**config.mk**
```make
export PLATFORM = sky130hd
export DESIGN_NAME = register_file
export DESIGN_NICKNAME = d
export VERILOG_FILES = /design/src/rtl/register_file_pkg.sv /design/src/rtl/regfile_dump_ctrl.sv /design/src/rtl/register_file.sv
export SDC_FILE = /design/constraint.sdc
export NUM_CORES = 2
export LEC_CHECK = 0
export ABC_AREA = 1
export CAP_MARGIN = 20
export CELL_PAD_IN_SITES_DETAIL_PLACEMENT = 1
export CELL_PAD_IN_SITES_GLOBAL_PLACEMENT = 1
export CORE_MARGIN = 5
export CORE_UTILIZATION = 25
export CTS_CLUSTER_DIAMETER = 150
export DETAILED_ROUTE_END_ITERATION = 16
export MAX_ROUTING_LAYER = met4
export PLACE_DENSITY = 0.52
export SYNTH_ARGS = -nofsm -noshare
export SYNTH_HDL_FRONTEND = slang
export SYNTH_SLANG_ARGS = --single-unit
```
**constraint.sdc**
```tcl
create_clock -name i_clock -period 2.1 [get_ports i_clock]
set_clock_uncertainty 0.15 [all_clocks]
set_input_delay 0.21 -clock i_clock [delete_from_list [all_inputs] [get_ports i_clock]]
set_output_delay 0.21 -clock i_clock [all_outputs]
set_load 0.03 [all_outputs]
```
**src/rtl/register_file_pkg.sv**
```systemverilog
// ---------------------------------------------------------------------------
// register_file_pkg
// Shared definitions for the MIPS architectural register bank:
//   NB_REG       - register / data width in bits
//   NB_REG_ADDR  - register index width
//   ZERO_REG     - index of the hardwired-zero register
//   dump_state_t - encoding of the debug dump FSM (IDLE, SEND, DONE)
// ---------------------------------------------------------------------------
package register_file_pkg;

    localparam int NB_REG      = 32;
    localparam int NB_REG_ADDR = 5;
    localparam int ZERO_REG    = 0;

    typedef enum logic [1:0] {
        IDLE = 2'd0,
        SEND = 2'd1,
        DONE = 2'd2
    } dump_state_t;

endpackage

```
**src/rtl/regfile_dump_ctrl.sv**
```systemverilog
// ---------------------------------------------------------------------------
// regfile_dump_ctrl
// Streams every register out to the debug/UART unit, one word per
// valid/ready handshake, then pulses o_dump_done for one cycle.
// Ports:
//   i_clock, i_reset     - clock, asynchronous active-low reset
//   i_dump_start         - single-cycle dump request (honoured only in IDLE)
//   i_dbg_ready          - consumer accepts the presented word
//   i_rd_data            - array contents at o_rd_addr (no write bypass)
//   o_rd_addr            - index of the word to load on the next edge
//   o_dbg_data/o_dbg_addr- presented word and its index (registered)
//   o_dbg_valid          - presented word is valid
//   o_dump_done          - one-cycle pulse after the last word is accepted
// ---------------------------------------------------------------------------
module regfile_dump_ctrl #(
    parameter int NB_REG      = 32,
    parameter int NB_REG_ADDR = 5
) (
    input  logic                   i_clock,
    input  logic                   i_reset,
    input  logic                   i_dump_start,
    input  logic                   i_dbg_ready,
    input  logic [NB_REG-1:0]      i_rd_data,
    output logic [NB_REG_ADDR-1:0] o_rd_addr,
    output logic [NB_REG-1:0]      o_dbg_data,
    output logic [NB_REG_ADDR-1:0] o_dbg_addr,
    output logic                   o_dbg_valid,
    output logic                   o_dump_done
);
    import register_file_pkg::*;

    localparam logic [NB_REG_ADDR-1:0] LAST_IDX = '1;

    dump_state_t            state;
    logic [NB_REG_ADDR-1:0] index;
    logic [NB_REG_ADDR-1:0] next_index;

    assign next_index = index + NB_REG_ADDR'(1);

    // The word loaded on the next edge: word 0 when a dump starts, otherwise
    // the successor of the word currently presented.
    assign o_rd_addr = (state == IDLE) ? '0 : next_index;

    // Dump FSM with registered outputs; the presented word is frozen until
    // the consumer accepts it, so later writes to that register are not seen.
    always_ff @(posedge i_clock or negedge i_reset) begin
        if (!i_reset) begin
            state       <= IDLE;
            index       <= '0;
            o_dbg_data  <= '0;
            o_dbg_addr  <= '0;
            o_dbg_valid <= 1'b0;
            o_dump_done <= 1'b0;
        end else begin
            case (state)
                IDLE: begin
                    o_dump_done <= 1'b0;
                    if (i_dump_start) begin
                        index       <= '0;
                        o_dbg_addr  <= '0;
                        o_dbg_data  <= i_rd_data;
                        o_dbg_valid <= 1'b1;
                        state       <= SEND;
                    end
                end
                SEND: begin
                    if (i_dbg_ready) begin
                        if (index == LAST_IDX) begin
                            o_dbg_valid <= 1'b0;
                            o_dump_done <= 1'b1;
                            state       <= DONE;
                        end else begin
                            index      <= next_index;
                            o_dbg_addr <= next_index;
                            o_dbg_data <= i_rd_data;
                        end
                    end
                end
                DONE: begin
                    o_dump_done <= 1'b0;
                    state       <= IDLE;
                end
                default: begin
                    o_dbg_valid <= 1'b0;
                    o_dump_done <= 1'b0;
                    state       <= IDLE;
                end
            endcase
        end
    end

endmodule

```
**src/rtl/register_file.sv**
```systemverilog
// ---------------------------------------------------------------------------
// register_file
// Architectural register bank at the end of the write-back path. Two
// combinational read ports (rs, rt) with same-cycle write-to-read bypass,
// register 0 hardwired to zero, and a debug dump port.
// Ports:
//   i_clock, i_reset           - clock, asynchronous active-low reset
//   i_wb_data, i_reg_dest,
//   i_reg_we                   - write-back data, destination, enable
//   i_rs_addr / o_rs_data      - read port A
//   i_rt_addr / o_rt_data      - read port B
//   i_dump_start, i_dbg_ready  - dump request, consumer ready
//   o_dbg_data, o_dbg_addr,
//   o_dbg_valid, o_dump_done   - dumped word, its index, valid, completion
// ---------------------------------------------------------------------------
module register_file #(
    parameter int NB_REG      = register_file_pkg::NB_REG,
    parameter int NB_REG_ADDR = register_file_pkg::NB_REG_ADDR
) (
    input  logic                   i_clock,
    input  logic                   i_reset,
    input  logic [NB_REG-1:0]      i_wb_data,
    input  logic [NB_REG_ADDR-1:0] i_reg_dest,
    input  logic                   i_reg_we,
    input  logic [NB_REG_ADDR-1:0] i_rs_addr,
    input  logic [NB_REG_ADDR-1:0] i_rt_addr,
    output logic [NB_REG-1:0]      o_rs_data,
    output logic [NB_REG-1:0]      o_rt_data,
    input  logic                   i_dump_start,
    input  logic                   i_dbg_ready,
    output logic [NB_REG-1:0]      o_dbg_data,
    output logic [NB_REG_ADDR-1:0] o_dbg_addr,
    output logic                   o_dbg_valid,
    output logic                   o_dump_done
);
    import register_file_pkg::*;

    localparam int N_REGS = 2 ** NB_REG_ADDR;

    logic [NB_REG-1:0]      regs [N_REGS];
    logic [NB_REG_ADDR-1:0] dump_rd_addr;
    logic                   write_en;

    // Writes aimed at register 0 are dropped, so its storage stays zero
    // and the bypass below can never forward into it either.
    assign write_en = i_reg_we && (i_reg_dest != NB_REG_ADDR'(ZERO_REG));

    // Array storage, cleared asynchronously on reset.
    always_ff @(posedge i_clock or negedge i_reset) begin
        if (!i_reset) begin
            for (int i = 0; i < N_REGS; i++) begin
                regs[i] <= '0;
            end
        end else if (write_en) begin
            regs[i_reg_dest] <= i_wb_data;
        end
    end

    // Read ports forward the value being retired so decode never sees a
    // stale operand in the write cycle.
    always_comb begin
        o_rs_data = regs[i_rs_addr];
        o_rt_data = regs[i_rt_addr];
        if (write_en && (i_reg_dest == i_rs_addr)) begin
            o_rs_data = i_wb_data;
        end
        if (write_en && (i_reg_dest == i_rt_addr)) begin
            o_rt_data = i_wb_data;
        end
    end

    regfile_dump_ctrl #(
        .NB_REG      (NB_REG),
        .NB_REG_ADDR (NB_REG_ADDR)
    ) u_dump_ctrl (
        .i_clock      (i_clock),
        .i_reset      (i_reset),
        .i_dump_start (i_dump_start),
        .i_dbg_ready  (i_dbg_ready),
        .i_rd_data    (regs[dump_rd_addr]),
        .o_rd_addr    (dump_rd_addr),
        .o_dbg_data   (o_dbg_data),
        .o_dbg_addr   (o_dbg_addr),
        .o_dbg_valid  (o_dbg_valid),
        .o_dump_done  (o_dump_done)
    );

endmodule

```
==> flow_summary.ini <==
[run_status]
outcome = finished, violations left
violations = negative setup slack

[cts]
cts_max_path_buffers = 4
clkTransAtPathRegs_ns = 0.06
cts_max_level = 4
cts_tree = yes
cts-buffers-inserted = 153
clock-sinks = 1065
clock_latency_ns = 0.88
cts_root_buffer = clkbuf_16

[global_routing]
grt_first_pass_wirelength_um = 656000
grt_use_met2_pct = 49.8
grt_use_met3_pct = 5.40
top_usage_layer = met2
grt_antenna_before_repair = 17
grt_pass1_vias = 86000
grt_start_max_net_pins = 64
grt_overflow = 0
grt.total_usage_pct = 32.2
grt_util_met1_pct = 40.4

[sta]
hold_viol_final = 0
slew-limit-headroom_pct = 59.9
worst_pin_slew_ns = 0.600
fin_crit_sh_pct = 129
finalSetupViolations = 101
rsz0062_at_grt = yes
fmax_mhz = 368
fin_crit_ns = 2.72
whs_ns = 0.0105
setup_ws_ns = -0.619
slew_viol_final = 0

[power]
irDropWorstVdd_mv = 0.621
powerDensity_nw_per_um2 = 1130
p_leak_uw = 0.0476
total_power_uw = 118000

[die]
start_util_pct = 25.1
io_pins = 155
fp.dieArea_sq_um = 288000
die_x_um = 537
rows = 193
core-area_sq_um = 276000
die_h_um = 537

[synth]
synth-xor-area-share_pct = 0.114
synthAdderAreaFrac_pct = 0.0361
ys_types = 23
synth_mux_area_share_pct = 0
synth_seq_cells = 1065
synthSimpleGateAreaFrac_pct = 29.2
ys.flop_type = dfrtp_1
synth_edf_count = 0
synth_top_family_by_area = simple AND/OR/NAND/NOR gates
ys_async_sr_fraction_pct = 100
syn_area_per_cell_sq_um = 6.49
netlist_area_sq_um = 69400
ys_seq_area_share_pct = 38.4
synth_cells = 10700
ys.warnings.count = 0
synth_compound_area_share_pct = 21.0
syn-num-nets = 10700

[finish]
layout-drive-gt1-share_pct = 28.8
final_util_pct = 37.8
most-common-layout-cells = nand2_1, o21ai_0, nand3_1
syn_to_final_growth_pct = 50.5
layout_commonest_cell = nand2_1
final_nets = 11700

[route]
firstDrtPassIters = 6
num_vias = 86400
via_per_inst = 5.60
drt-initial-drc-count = 8785
drt_wl_total_um = 469000
routedWlPerCell_um = 30.4
drtAntennaViolNets = 0
route.detailed.drc = 0

[placed_design]
io_buffers = 154
routabilityCongestion = 0.922
dp_hpwl_um = 303000

[setup_path]
path_max_fanout = 3
worstReg2RegStart = u_dump_ctrl.index[0]
cp.required_ns = 1.74
cp-startpoint = regs[523]
crit_path_start_kind = register
crit_arrival_ns = 2.36
crit_path_end_kind = output pin
worstSetupPathType = register to output pin

[hold_path]
worstHoldPathType = input pin to asynchronous set/reset pin

[job]
drv_cap = 0
-- layer usage --
metal | up-vias | wire (um)
li1 | 37400 | -
met2 | 3936 | 209000
met1 | 43900 | 193000
met3 | 1240 | 35000
met5 | - | 0
met4 | 0 | 31400
-- flip-flops by register name, indices dropped and copies added, names as in the netlist --
register / count
u_dump_ctrl.o_dbg_valid: 1
regs: 1024
u_dump_ctrl.index: 5
u_dump_ctrl.o_dbg_data: 32
u_dump_ctrl.state: 2
u_dump_ctrl.o_dump_done: 1
-- cell type report --
| class | count | area, sq um |
|---|---|---|
| sequential | 1065 | 26700 |
| multi-input combinational | 7611 | 41700 |
| clock buffer | 216 | 4510 |
| timing repair inverter | 2 | 46.3 |
| inverter | 996 | 3870 |
| clock inverter | 35 | 319 |
| antenna | 13 | 32.5 |
| timing repair buffer | 1795 | 22600 |
| fill | 33100 | 172000 |
| tap | 3705 | 4640 |
-- logic make-up (layout without fill, tap and decap cells) --
kind of cell / count (synthesis) / in the layout
other cells: 0 / 13
compound gates: 2874 / 2874
fa+ha+maj: 2 / 2
xor+xnor: 9 / 9
simple gates: 4726 / 4726
flops: 1065 / 1065
buf+inv: 2009 / 3044
-- power by group --
part | switching [uW] | total [uW] | internal (uW)
Combinational | 36500 | 63100 | 26600
Sequential | 3840 | 28500 | 24700
Clock | 10900 | 26300 | 15400
-- what timing repair did --
action / 4_1_cts / 5_1_grt
hold endpoints to repair: 1113 / 0
endpoints found under the setup margin: 139 / 119
pin swaps: 461 / 551
hold buffers: 18 / 0
setup buffers: 274 / 198
resized for setup: 1389 / 1113
gates cloned: 64 / 6
-- worst paths after layout --
check	end	slack, ns	depth (start not counted)
setup / recovery	o_rt_data[11]	-0.62	10
hold / removal	regs[467]	0.01	3
setup reg to reg	u_dump_ctrl.o_dbg_data[19]	-0.46	14
hold reg to reg	regs[1022]	0.23	0
max in group asynchronous	u_dump_ctrl.o_dbg_data[12]	0.98	4
min in group i_clock	regs[525]	0.05	4
-- cell usage after synthesis (all sizes together), types with 3 or more instances --
master	count	area [sq um]
clkbuf	704	2640
clkinv	3	11.3
nand2	2532	9500
inv	993	3730
o21ai	1964	9830
buf	309	1390
xor2	9	78.8
nor4	3	33.8
dfrtp	1065	26700
nor3	11	75.1
nor2	208	798
nand3	1971	9860
o211ai	75	563
a21oi	834	4170
-- worst max-delay path, stage by stage, from the launching register on --
cell	delay (ns)
dfrtp_1	0.41
a21oi_1	0.16
o21ai_0	0.10
nand3_1	0.10
nand2_1	0.06
nand2_1	0.08
nand3_2	0.11
buf_12	0.17
nand3_2	0.06
o21ai_2	0.07
buf_12	0.15
-- per-stage QoR --
step / setup WS, ns / cells / TNS (ns) / instance area (sq um)
floorplan: -0.117 / 10700 / -2.45 / 69500
global placement: -1.03 / 14700 / -307.23 / 86200
detailed placement: -0.986 / 14700 / -300.01 / 86200
CTS: -0.681 / 15300 / -48.90 / 99800
global route: -0.713 / 15400 / -51.03 / 104000
finish: -0.619 / 15400 / -44.06 / 104000
(Power assumes the default switching activity.)
